### config.mk
export PLATFORM = sky130hd
export DESIGN_NAME = bp_be_dep_tracker
export DESIGN_NICKNAME = d
export VERILOG_FILES = /design/src/rtl/bp_be_dep_tracker.sv
export SDC_FILE = /design/constraint.sdc
export NUM_CORES = 1
export LEC_CHECK = 0
export BUFFER_PORTS_ARGS = -buffer_cell sky130_fd_sc_hd__buf_2
export CORE_UTILIZATION = 46
export DETAILED_ROUTE_END_ITERATION = 8
export PLACE_DENSITY = 0.86
export SYNTH_ARGS = -nofsm -noshare
export SYNTH_HDL_FRONTEND = slang
export SYNTH_SLANG_ARGS = --single-unit
### constraint.sdc
create_clock -name clk_i -period 2.75 [get_ports clk_i]
set_clock_uncertainty 0.1 [all_clocks]
set_input_delay 0.55 -clock clk_i [delete_from_list [all_inputs] [get_ports clk_i]]
set_output_delay 0.55 -clock clk_i [all_outputs]
set_load 0.02 [all_outputs]
### src/rtl/bp_be_dep_tracker.sv
// Backend dependency tracker: per-stage hazard records for EX1..post-FWB plus outstanding memory credits.
// Optional FP writeback tracking is built in when BP_BE_DEP_FP_EN is defined.
module bp_be_dep_tracker #(
    parameter int depth_p          = 5,
    parameter int reg_addr_width_p = 5,
    parameter int credits_p        = 4,
    localparam int rec_w           = reg_addr_width_p + 7,
    localparam int cnt_w           = $clog2(credits_p + 1)
) (
    input  logic                         clk_i,
    input  logic                         reset_n_i,
    input  logic                         dispatch_v_i,
    input  logic [reg_addr_width_p-1:0]  dispatch_rd_addr_i,
    input  logic                         dispatch_irf_w_i,
    input  logic                         dispatch_frf_w_i,
    input  logic                         dispatch_mul_i,
    input  logic                         dispatch_mem_i,
    input  logic                         dispatch_fp_i,
    input  logic                         dispatch_serial_i,
    input  logic [1:0]                   kill_i,
    input  logic                         mem_resp_v_i,
    output logic [depth_p*rec_w-1:0]     dep_status_o,
    output logic                         credits_full_o,
    output logic                         credits_empty_o
);

    localparam int base_w = reg_addr_width_p + 5;

    // Integer-side record: {rd_addr, mem_iwb_v, mul_iwb_v, serial_v, mem_v, v}
    logic [depth_p-1:0][base_w-1:0] base_q;
    logic [depth_p-1:0][1:0]        fp_q;
    logic [base_w-1:0]              base_new;
    logic [depth_p-1:0]             leave_kill;
    logic                           capture, rd_nz;

    assign capture  = dispatch_v_i && (kill_i == 2'b00);
    assign rd_nz    = |dispatch_rd_addr_i;
    assign base_new = {dispatch_rd_addr_i,
                       dispatch_mem_i & dispatch_irf_w_i & rd_nz,
                       dispatch_mul_i & dispatch_irf_w_i & rd_nz,
                       dispatch_serial_i, dispatch_mem_i, 1'b1};

    // leave_kill[i] squashes the record moving out of stage i
    always_comb begin
        leave_kill    = '0;
        leave_kill[0] = |kill_i;
        leave_kill[1] = kill_i[1];
    end

    always_ff @(posedge clk_i or negedge reset_n_i) begin
        if (!reset_n_i) begin
            base_q <= '0;
        end else begin
            base_q[0] <= capture ? base_new : '0;
            for (int i = 1; i < depth_p; i++)
                base_q[i] <= leave_kill[i-1] ? '0 : base_q[i-1];
        end
    end

`ifdef BP_BE_DEP_FP_EN
    // FP record: {fp_fwb_v, mem_fwb_v}
    always_ff @(posedge clk_i or negedge reset_n_i) begin
        if (!reset_n_i) begin
            fp_q <= '0;
        end else begin
            fp_q[0] <= capture ? {dispatch_fp_i & dispatch_frf_w_i,
                                  dispatch_mem_i & dispatch_frf_w_i} : 2'b00;
            for (int i = 1; i < depth_p; i++)
                fp_q[i] <= leave_kill[i-1] ? 2'b00 : fp_q[i-1];
        end
    end
`else
    logic unused_fp;
    assign unused_fp = ^{dispatch_frf_w_i, dispatch_fp_i};
    assign fp_q      = '0;
`endif

    for (genvar g = 0; g < depth_p; g++) begin : g_stage
        assign dep_status_o[g*rec_w +: rec_w] =
            {base_q[g][base_w-1 -: reg_addr_width_p], fp_q[g], base_q[g][4:0]};
    end

    // Outstanding memory credits; killed ops keep theirs until the response returns
    logic [cnt_w-1:0] cnt_q;
    logic             inc, dec, full, empty;

    assign inc   = capture && dispatch_mem_i;
    assign dec   = mem_resp_v_i;
    assign full  = (cnt_q == cnt_w'(credits_p));
    assign empty = (cnt_q == '0);

    always_ff @(posedge clk_i or negedge reset_n_i) begin
        if (!reset_n_i)
            cnt_q <= '0;
        else if (inc && !dec && !full)
            cnt_q <= cnt_q + cnt_w'(1);
        else if (dec && !inc && !empty)
            cnt_q <= cnt_q - cnt_w'(1);
    end

    assign credits_full_o  = full;
    assign credits_empty_o = empty;

`ifndef SYNTHESIS
    a_no_overflow: assert property (@(posedge clk_i) disable iff (!reset_n_i)
        !(inc && !dec && full)) else $error("credit overflow");
    a_no_underflow: assert property (@(posedge clk_i) disable iff (!reset_n_i)
        !(dec && !inc && empty)) else $error("credit underflow");
`endif

endmodule

==> impl_metrics.tcl <==
set metrics [dict create \
    dr.pass1.iters 2 \
    dp.cells 238 \
    viasPerCell 4.52 \
    route.final.wire_length_um 3110 \
    worstPathRequired_ns 2.85 \
    finalInstanceArea_um2 2290 \
    cts_buffers 5 \
    grt_pass1_vias 1134 \
    clkPwrFrac_pct 32.6 \
    slew_headroom_pct 49.0 \
    dieWidth_um 64.7 \
    cap_violations 0 \
    cts_max_path_buffers 2 \
    synth.distinct_cells 27 \
    fin_cells 246 \
    setup_ws_ns 0.206 \
    drive_above_1_share_pct 44.4 \
    p_total_mw 1.60 \
    clkTransAtPathRegs_ns 0.09 \
    nets 215 \
    tns_ns 0 \
    cellLeakagePower_nw 1.34 \
    swShare_pct 25.4 \
    syn_area_um2 1810 \
    status "finished, final reports clean" \
    startpoint_type "register" \
    regArea_um2 1330 \
    grt_max_degree 54 \
    antenna_found_initial 0 \
    drc 0 \
    diodes 0 \
    setup_viol 0 \
    yosysWarnings 0 \
    ys_ff_latch 53 \
    ant_nets 0 \
    crit_arrival_ns 2.65 \
    clock_tree.root_cell "clkbuf_8" \
    gp_congestion 0.762 \
    cts_tree "done" \
    start_util_pct 48.6 \
    layout-area-overhead-vs-synth_pct 26.6 \
    cts_sinks 53 \
    min_path_type "in2async" \
    postCtsSetupRepairBufs 0 \
    p_seq_share_pct 53.1 \
    hold_viol 0 \
    worstSetupPathType "reg2reg" \
    port_buffers 66 \
    tightest_slew_ns 0.762 \
    drv_slew 0 \
    worstPathMaxFanout 6 \
    cts_hold_buf 0 \
    final_cell_mix "66 x buf_2, 53 x dfrtp_1, 11 x and2_1" \
    fp.coreArea_um2 3720 \
    grt_pass1_wl_um 5140 \
    ys_seq_area_share_pct 73.5 \
    dieArea_um2 4180 \
    min_period_ns 2.54 \
    post_cts_resized 0 \
    dp_worst_setup_slack_ns 0.00880 \
    io_pins 79 \
    rows 22 \
    drt-initial-drc-count 51 \
    fmax_ghz 0.393 \
    grt_usage_pct 17.0 \
    pwr-share-comb_pct 14.2 \
    overflow 0 \
    peakVddDrop_v 0.000428 \
    switchingPower_mw 0.407 \
    power_density_nw_per_um2 702 \
    fin_crit_sh_pct 92.5 \
    final_common_cell "buf_2" \
    internal-power_mw 1.20 \
    htree_levels 2 \
    route.vias.total 1111 \
    rsz0062_at_grt "no" \
    placedInstanceArea_um2 2170 \
    wl_per_cell_um 12.6 \
    dpl.hpwl_um 2430 \
    die_h_um 64.7 \
    syn_avg_cell_area_um2 14.6 \
    clock_latency_ns 0.29 \
    synth_cells 124 \
    n_fill_cell 310 \
    multi_input_area_um2 413 \
    endpoint_kind "register" \
]
==> final cells by class <==
cell class,instances,share of cell area (%)
flip-flops and latches,53,58.0
multi-input cells,64,18.1
repair buffers,69,15.4
clock buffers,7,3.78
well taps,48,2.63
clock inverters,1,1.31
inverters,4,0.766
==> metal layers <==
layer / share of wire, % / GRT usage (%) / vias to the layer above
li1: - / - / 531
met1: 40 / 17.6 / 512
met2: 49 / 29.9 / 63
met3: 11 / 9.33 / 5
met4: 1.0 / 4.17 / 0
met5: 0 / 0 / -
==> synthesized netlist by cell type <==
cell	instances	area share, %
and2_2	1	0.42
nor2b_1	10	3.5
mux2i_1	1	0.55
or4_1	2	0.83
nand4bb_4	1	1.5
fa_1	1	1.1
inv_2	1	0.21
nand3_1	1	0.28
nand2_1	2	0.42
conb_1	1	0.21
and2_1	11	3.8
or2_2	1	0.35
or3_2	1	0.42
nor2_1	5	1.0
a31oi_1	1	0.35
and3_2	6	2.5
nor3_1	2	0.55
dfrtp_1	53	73
clkbuf_1	2	0.42
a211oi_1	2	0.83
inv_1	2	0.42
inv_4	1	0.35
xnor2_1	2	0.97
o21ai_0	2	0.55
o32ai_1	1	0.49
nor4_1	1	0.35
buf_4	10	4.2
==> stage by stage <==
step	utilization [%]	hold WS [ns]
2_1_floorplan	-	0.154
3_3_place_gp	58.4	0.253
3_5_place_dp	58.4	0.259
4_1_cts	61.5	0.278
5_1_grt	61.5	0.291
6_report	61.5	0.254
==> sequential cells by signal (all words and copies together), names as in the netlist <==
signal,cells
dep_status_o,50
cnt_q,3
==> worst max-delay path, cell delays in order (launching register included) <==
cell and delay (ns):
dfrtp_1 0.48, nor2_1 0.10, and2_1 0.18, or3_2 0.42, fa_1 0.43, or4_1 0.52, a211oi_1 0.22
==> final timing paths <==
kind / slack, ns / depth (start not counted) / end / start
max in group asynchronous: 1.85 / 2 / dep_status_o[2] / reset_n_i
min in group clk_i: 0.28 / 0 / dep_status_o[37] / dep_status_o[25]
hold reg to reg: 0.28 / 0 / dep_status_o[37] / dep_status_o[25]
setup reg to reg: 0.21 / 6 / cnt_q[2] / cnt_q[1]
setup / recovery: 0.21 / 6 / cnt_q[2] / cnt_q[1]
hold / removal: 0.25 / 2 / dep_status_o[58] / reset_n_i
==> kinds of logic after synthesis <==
logic type	after synthesis	synth area share, %
DFF	53	73.5
and+or+nand+nor	44	15.9
buffers and inverters	16	5.54
AOI/OAI and AO/OA	6	2.22
xor gates and xnor gates	2	0.970
adders and majority gates	1	1.11
other	1	0.208
muxes	1	0.554
==> power by group through the flow <==
stage          clock network, mW  registers [mW]  logic [mW]
6_report                   0.523           0.852       0.228
3_3_place_gp                   0           0.862       0.211
3_5_place_dp                   0           0.866       0.233
2_1_floorplan                  0           0.865       0.155
4_1_cts                    0.535           0.853       0.231
5_1_grt                    0.570           0.860       0.263
Note: power is estimated with default switching activity, not from simulation.
